### config.mk
export PLATFORM = sky130hd
export DESIGN_NAME = calc_seq
export DESIGN_NICKNAME = d
export VERILOG_FILES = /design/src/rtl/calc_pkg.sv /design/src/rtl/blink_timer.sv /design/src/rtl/calc_seq.sv
export SDC_FILE = /design/constraint.sdc
export NUM_CORES = 1
export LEC_CHECK = 0
export CORE_MARGIN = 3
export CORE_UTILIZATION = 50
export CTS_CLUSTER_DIAMETER = 120
export DETAILED_ROUTE_END_ITERATION = 10
export DONT_BUFFER_PORTS = 1
export HOLD_SLACK_MARGIN = 0.15
export PLACE_DENSITY = 0.68
export SYNTH_ARGS = -nofsm -noshare
export SYNTH_HDL_FRONTEND = slang
export SYNTH_SLANG_ARGS = --single-unit
### constraint.sdc
create_clock -name clk -period 1.7 [get_ports clk]
set_input_delay 0.34 -clock clk [delete_from_list [all_inputs] [get_ports clk]]
set_output_delay 0.34 -clock clk [all_outputs]
set_load 0.05 [all_outputs]
### src/rtl/calc_pkg.sv
// Shared definitions for the calculator sequencer: FSM state encoding and ALU operation codes.
package calc_pkg;

    typedef enum logic [1:0] {
        GET_A = 2'd0,
        GET_B = 2'd1,
        EXEC  = 2'd2,
        SHOW  = 2'd3
    } state_e;

    localparam logic [1:0] FUNC_ADD  = 2'b00;
    localparam logic [1:0] FUNC_SUB  = 2'b01;
    localparam logic [1:0] FUNC_MUL  = 2'b10;
    localparam logic [1:0] FUNC_PASS = 2'b11;

endpackage

### src/rtl/blink_timer.sv
// Free-running half-period counter for the error blink; held at zero while disabled.
module blink_timer #(
    parameter int unsigned blink_cycles = 12500000
) (
    input  logic clk,
    input  logic rst,
    input  logic en,
    output logic toggle
);

    localparam int unsigned CW = (blink_cycles > 1) ? $clog2(blink_cycles) : 1;
    localparam logic [CW-1:0] LAST = CW'(blink_cycles - 1);

    logic [CW-1:0] cnt_q;
    logic [CW-1:0] cnt_d;

    // Pulses for one cycle on the wrap edge so the parent flips its blank flag there.
    assign toggle = en && (cnt_q == LAST);

    always_comb begin
        cnt_d = '0;
        if (en && (cnt_q != LAST)) begin
            cnt_d = cnt_q + CW'(1);
        end
    end

    always_ff @(posedge clk or posedge rst) begin
        if (rst) begin
            cnt_q <= '0;
        end else begin
            cnt_q <= cnt_d;
        end
    end

endmodule

### src/rtl/calc_seq.sv
// Operand-entry sequencer for a switch/key calculator: captures A, B and the operation,
// latches the external ALU result for one EXEC cycle, and drives the display.
module calc_seq
    import calc_pkg::*;
#(
    parameter int unsigned width        = 6,
    parameter int unsigned blink_cycles = 12500000
) (
    input  logic                 clk,
    input  logic                 rst,
    input  logic                 key_enter,
    input  logic [width-1:0]     sw_val,
    input  logic [2:0]           sw_func,
    output logic [width-1:0]     alu_a,
    output logic [width-1:0]     alu_b,
    output logic [1:0]           alu_func,
    input  logic [2*width-1:0]   alu_result,
    input  logic                 alu_ovf,
    output logic [2*width-1:0]   disp_val,
    output logic                 disp_sel,
    output logic                 disp_blank,
    output logic                 err,
    output logic                 busy
);

    state_e               state_q, state_d;
    logic [width-1:0]     a_q, a_d;
    logic [width-1:0]     b_q, b_d;
    logic [1:0]           func_q, func_d;
    logic [2*width-1:0]   result_q, result_d;
    logic                 err_q, err_d;
    logic                 blank_q, blank_d;
    logic                 busy_q, busy_d;
    logic                 blink_en;
    logic                 blink_tgl;

    // Leaving SHOW on enter also resets the counter on that same edge.
    assign blink_en = (state_q == SHOW) && err_q && !key_enter;

    blink_timer #(
        .blink_cycles(blink_cycles)
    ) u_blink (
        .clk    (clk),
        .rst    (rst),
        .en     (blink_en),
        .toggle (blink_tgl)
    );

    always_comb begin
        state_d  = state_q;
        a_d      = a_q;
        b_d      = b_q;
        func_d   = func_q;
        result_d = result_q;
        err_d    = err_q;
        blank_d  = 1'b0;
        unique case (state_q)
            GET_A: begin
                if (key_enter) begin
                    a_d     = sw_val;
                    state_d = GET_B;
                end
            end
            GET_B: begin
                if (key_enter) begin
                    b_d     = sw_val;
                    func_d  = sw_func[1:0];
                    state_d = EXEC;
                end
            end
            EXEC: begin
                result_d = alu_result;
                err_d    = alu_ovf;
                state_d  = SHOW;
            end
            SHOW: begin
                if (key_enter) begin
                    err_d   = 1'b0;
                    state_d = GET_A;
                end else begin
                    blank_d = blink_tgl ? ~blank_q : blank_q;
                end
            end
            default: state_d = GET_A;
        endcase
        busy_d = (state_d == EXEC);
    end

    always_ff @(posedge clk or posedge rst) begin
        if (rst) begin
            state_q  <= GET_A;
            a_q      <= '0;
            b_q      <= '0;
            func_q   <= '0;
            result_q <= '0;
            err_q    <= 1'b0;
            blank_q  <= 1'b0;
            busy_q   <= 1'b0;
        end else begin
            state_q  <= state_d;
            a_q      <= a_d;
            b_q      <= b_d;
            func_q   <= func_d;
            result_q <= result_d;
            err_q    <= err_d;
            blank_q  <= blank_d;
            busy_q   <= busy_d;
        end
    end

    // Live switch value is shown in place of the operand currently being entered.
    always_comb begin
        disp_val = {a_q, b_q};
        disp_sel = 1'b0;
        unique case (state_q)
            GET_A: disp_val = {sw_val, b_q};
            GET_B: disp_val = {a_q, sw_val};
            EXEC:  disp_val = {a_q, b_q};
            SHOW: begin
                if (!sw_func[2]) begin
                    disp_val = result_q;
                    disp_sel = 1'b1;
                end
            end
            default: disp_val = {a_q, b_q};
        endcase
    end

    assign alu_a      = a_q;
    assign alu_b      = b_q;
    assign alu_func   = func_q;
    assign err        = err_q;
    assign disp_blank = blank_q;
    assign busy       = busy_q;

endmodule
# --- Word-level counts from Yosys, hierarchy flattened ---
# Index checks and enable logic that the tools add are counted.
word_totals:
  ff_bits: 55
  inputBits: 25
  out_inout_bits: 30
  word_cells: 43
classes:
  add_sub_neg: 1
  n_eq_ne: 8
  mux: 14
  n_bitwise: 1
  n_reduce_logical: 10
ops:
  columns: ["operator", "count"]
  rows:
  - ["$pmux W12 S4", 1]
  - ["$add A24 B1 Y24 const B", 1]
  - ["$eq A24 B24 Y1 const B", 1]
  - ["$mux W24", 1]
  - ["$ne A24 B24 Y1 const B", 1]
  - ["$mux W12", 1]
  - ["$pmux W2 S4", 1]
  - ["$eq A2 B2 Y1 const B", 3]
  - ["$mux W1", 6]
  - ["$mux W2", 3]
  - ["$reduce_and A2 Y1", 3]
  - ["$logic_and A1 B1 Y1", 4]
  - ["$ne A3 B3 Y1 const B", 1]
  - ["$eq A2 B1 Y1 const B", 1]
  - ["$logic_not A2 Y1", 1]
  - ["$ne A2 B2 Y1 const B", 1]
  - ["$pmux W1 S2", 1]
  - ["$reduce_bool A2 Y1", 1]
  - ["$logic_not A1 Y1", 1]
  - ["$not A1 Y1", 1]

# --- Longest topological paths before layout ---
depth:
  word_depth: 7
  mapped_depth: 7
  depth_no_buf: 5

# --- Modules after synthesis ---
# From an unflattened synthesis, not the netlist that was laid out.
unflattened:
  cells_unflattened: 255
  hier_area_um2: 2747.6
by_module_without_submodules:
  columns: ["mod", "n_inst", "cells_per_inst", "area_per_inst_um2"]
  rows:
  - ["calc_seq", 1, 130, 1525.2]
  - ["blink_timer", 1, 125, 1222.4]

# --- Worst setup path after synthesis ---
# No wires, ideal clock.
synth_timing:
  path_type: "reg-to-output"
  from: "register state_q[0]"
  to: "output disp_val[0]"
  t_arrival_ns: 1.956
  path_slack_ns: -0.596
  stages_incl_launch_ff: 6
  n_path_buf: 3
  path_cell_list: "dfrtp_1 buf_2 buf_1 buf_1 o22ai_1 a21oi_1"
synth_between:
  elab_chain_cells: 2
  elab_cells_between_ends: 5
  classes_between: "eq/ne: 3; mux: 1; reduce/logical: 1"
synth_rtl:
  columns: ["element", "line", "rtl"]
  rows:
  - ["start: declaration", "calc_seq.sv:26", "state_e state_q, state_d;"]
  - ["start signal: assignment", "calc_seq.sv:100", "state_q <= state_d;"]
  - ["$eq A2 B2 Y1, or another cell as far along", "calc_seq.sv:115", "unique case (state_q)"]
  - ["$pmux W12 S4 *", "calc_seq.sv:115", null]
  - ["end: declaration", "calc_seq.sv:19", "output logic [2*width-1:0] disp_val,"]
# Every way passes the cells marked *; elsewhere a longest branch is shown, timed or not.

# --- Worst setup path in the final report ---
layout_timing:
  from: "register state_q[0]"
  to: "output disp_val[11]"
# Same word-level chain as after synthesis.

==> metrics.txt <==
status=finished, violations left; failing checks=negative setup slack; Post-Syn Instances=259; Slowest-stage cell, CP=dfrtp_2; critical path cell sequence=nand2_4, buf_12, mux2i_4, a21oi_4, buf_12; P&R area growth vs syn=50.2%; number of core rows=26; Worst R2R Path Depth=5; WP data required=1.36 ns; HP Class=in2reg; # H-tree levels=2; drt pass-1 iters=4; ant diodes=0; worst path bufs/invs=2; Worst Max-Slew Pin Slew=0.517 ns; global routing met3 resource utilization=4.60%; Design Area, Final=4180 sq um; via count=2,397; Hold Slack=0.174 ns; post-route ant nets=0; Max Fclk=537 MHz; Max Root-Sink Buffers=2; Crit Path Class=reg2out; CTS root buffer=clkbuf_8; placed instance area=3510 sq um; vias in the first global route=2,242; Post-Synth Simple-Gate Area=17.1%; hpwl dp=4.62 mm; core area=5240 sq um; share of layout cells above drive strength 1=55.5%; met1 Usage GRT=29.3%; Max-slew headroom=65.5%; clock slew at reported path FFs=0.10 ns; max incr delay on CP=0.47 ns; Post-Synth XOR/XNOR Area=4.09%; number of max-cap violations=0; post-synthesis sequential area ratio=49.4%; fin worst setup slack=-0.163 ns; Initial Util=53.2%; cell mode on critical path=buf_12; pre-CTS setup slack=-0.00778 ns; width of the die=80.6 microns; Final #Nets=351; Final Util=79.8%; I/O Pins=55; instance count on the critical path=5; grt total ovfl=0; max-slew violations=0; largest family of logic cells by synthesized area=simple AND/OR/NAND/NOR gates; worst-skew pair later-pin latency=0.31 ns; adder-cell share of the synthesized area=0.449%; Chip Height=80.6 microns; met2 usage=36.8%; Compound-Gate Fraction of Synth Area=12.1%; # DRC=0; worst clock skew=0.00836 ns; Port Buf Inserts=0; worst hold path depth=1; Num Clock Sinks=55; Synth Area per Inst=10.7 sq um; DRT iter0 DRCs=162; largest net degree at the start of global routing=25; post-DR vias/cell=6.05; #FFs+latches synth=55; GR peak layer=met2; Worst EP arrival=1.52 ns; DRT Wirelength=7.88 mm; Hold Violations, Final=0; Leak=1.68 nW; Setup TNS=-3.24 ns; CP delay by family, top=flip-flops; Mapped Nets=285; Finish-stage setup viols=36; PwrDens=1850 nW/um^2; Final Cycle Share=110%; Max rail drop VDD=1.38 mV; Synth cell types=44; antenna violations before repair=0; crit end category=primary output; Total GRT Usage=22.1%; Num CTS Buffers=5; Die ar.=6500 sq um; RSZ-0062 raised after global routing=true; crit-path max FO=4; YS warnings=0; GP Congestion=0.812; CTS tree=done; post-synthesis mux area share=12.7%; min Tclk post-route=1.86 ns; first-pass GRT wire length=11.0 mm; DR WL/cell=19.9 microns; Syn Std Cell Area=2780 sq um; Setup crit start kind=register
==> through the flow <==
stage	power, mW	instances
6_report	7.72	396
5_1_grt	8.00	396
4_1_cts	7.48	385
3_5_place_dp	6.26	371
3_3_place_gp	6.18	371
2_1_floorplan	4.63	259
==> cells in the mapped netlist <==
| cell | instances | area (sq um) |
|---|---|---|
| dfrtp_1 | 55 | 1380 |
| inv_1 | 7 | 26.3 |
| nand2_1 | 14 | 52.6 |
| o31a_1 | 1 | 8.76 |
| a22o_1 | 1 | 8.76 |
| a21oi_2 | 1 | 8.76 |
| xnor2_1 | 1 | 8.76 |
| nand3_4 | 1 | 17.5 |
| a21oi_1 | 22 | 110 |
| a211oi_1 | 6 | 45.0 |
| or4_4 | 1 | 11.3 |
| clkbuf_1 | 5 | 18.8 |
| o21ai_0 | 4 | 20.0 |
| and4_1 | 3 | 26.3 |
| xor2_1 | 12 | 105 |
| or3_1 | 1 | 6.26 |
| mux2_2 | 26 | 293 |
| buf_4 | 2 | 15.0 |
| o21a_1 | 1 | 7.51 |
| buf_1 | 2 | 7.51 |
| o31ai_1 | 7 | 52.6 |
| nor4_1 | 1 | 6.26 |
| nor4bb_1 | 1 | 10.0 |
| nor3b_2 | 1 | 12.5 |
| buf_2 | 3 | 15.0 |
| ha_1 | 1 | 12.5 |
| or4_1 | 6 | 45.0 |
| nand4_1 | 8 | 50.1 |
| and4_4 | 1 | 11.3 |
| mux2i_1 | 6 | 60.1 |
| nor4b_1 | 1 | 8.76 |
| nor2b_1 | 7 | 43.8 |
| and3_1 | 4 | 25.0 |
| o211ai_2 | 1 | 12.5 |
| nand2b_1 | 1 | 6.26 |
| nor3_1 | 2 | 10.0 |
| or3_2 | 1 | 7.51 |
| nor2_1 | 18 | 67.6 |
| and2_1 | 1 | 6.26 |
| or2_2 | 1 | 6.26 |
| buf_6 | 3 | 33.8 |
| nand3_2 | 1 | 10.0 |
| nand3_1 | 7 | 35.0 |
| o22ai_1 | 10 | 62.6 |
==> logic make-up (layout without fill, tap and decap cells) <==
kind of cell | after synthesis | after routing
and+or+nand+nor | 82 | 82
DFF | 55 | 55
AOI/OAI and AO/OA | 54 | 54
muxes | 32 | 32
buffers and inverters | 22 | 89
xor gates and xnor gates | 13 | 13
adders and majority gates | 1 | 1
==> cells in the final DEF (no fill, tap or decap), drive strengths merged, types with 8 or more instances in the layout <==
master / count
a21oi: 23
buf: 70
clkbuf: 8
dfrtp: 55
inv: 8
mux2: 26
nand2: 14
nand3: 9
nand4: 8
nor2: 18
o22ai: 10
xor2: 12
==> state kept, by name (all words and copies together), names as in the netlist <==
| register | cells |
|---|---|
| alu_b | 6 |
| disp_blank | 1 |
| state_q | 2 |
| u_blink.cnt_q | 24 |
| busy | 1 |
| err | 1 |
| result_q | 12 |
| alu_func | 2 |
| alu_a | 6 |
==> final cells by class <==
type / instances / area (sq um)
Inverter: 7 / 26.3
Tap cell: 70 / 87.6
Sequential cell: 55 / 1380
Fill cell: 283 / 1060
Timing Repair Buffer: 74 / 826
Clock inverter: 2 / 13.8
Clock buffer: 6 / 82.6
Multi-Input combinational cell: 182 / 1770
==> worst register-to-register path, stage by stage, from the launching register on <==
cell	delay, ns
dfrtp_1	0.44
nor4bb_2	0.32
nand4_1	0.25
o211ai_4	0.41
clkbuf_16	0.25
a21oi_2	0.04
==> power by group <==
part | total [mW] | switching (mW) | internal, mW
Combinational | 4.75 | 2.57 | 2.17
Sequential | 2.22 | 0.554 | 1.66
Clock | 0.762 | 0.428 | 0.334
==> routing by layer <==
| metal | share of wire [%] | wire [microns] |
|---|---|---|
| met4 | 0.89 | 70 |
| met1 | 42 | 3300 |
| met5 | 0 | 0 |
| met2 | 52 | 4130 |
| met3 | 4.8 | 376 |
==> worst paths after layout <==
| kind | start | endpoint | slack [ns] |
|---|---|---|---|
| max in group asynchronous | rst | u_blink.cnt_q[21]$_DFF_PP0_ | 0.56 |
| setup / recovery | state_q[0]$_DFF_PP0_ | disp_val[11] | -0.16 |
| hold reg to reg | result_q[5]$_DFFE_PP0P_ | result_q[5]$_DFFE_PP0P_ | 0.53 |
| min in group asynchronous | rst | busy$_DFF_PP0_ | 0.51 |
| setup reg to reg | u_blink.cnt_q[8]$_DFF_PP0_ | u_blink.cnt_q[20]$_DFF_PP0_ | -0.12 |
| hold / removal | alu_result[3] | result_q[3]$_DFFE_PP0P_ | 0.17 |
==> timing repair <==
action,4_1_cts,5_1_grt
gates cloned,0,3
pin swaps,6,23
setup buffers,4,8
hold buffers,2,0
endpoints found under the hold margin,22,0
resized for setup,41,49
endpoints found under the setup margin,13,38
Note: power is estimated with default switching activity, not from simulation.
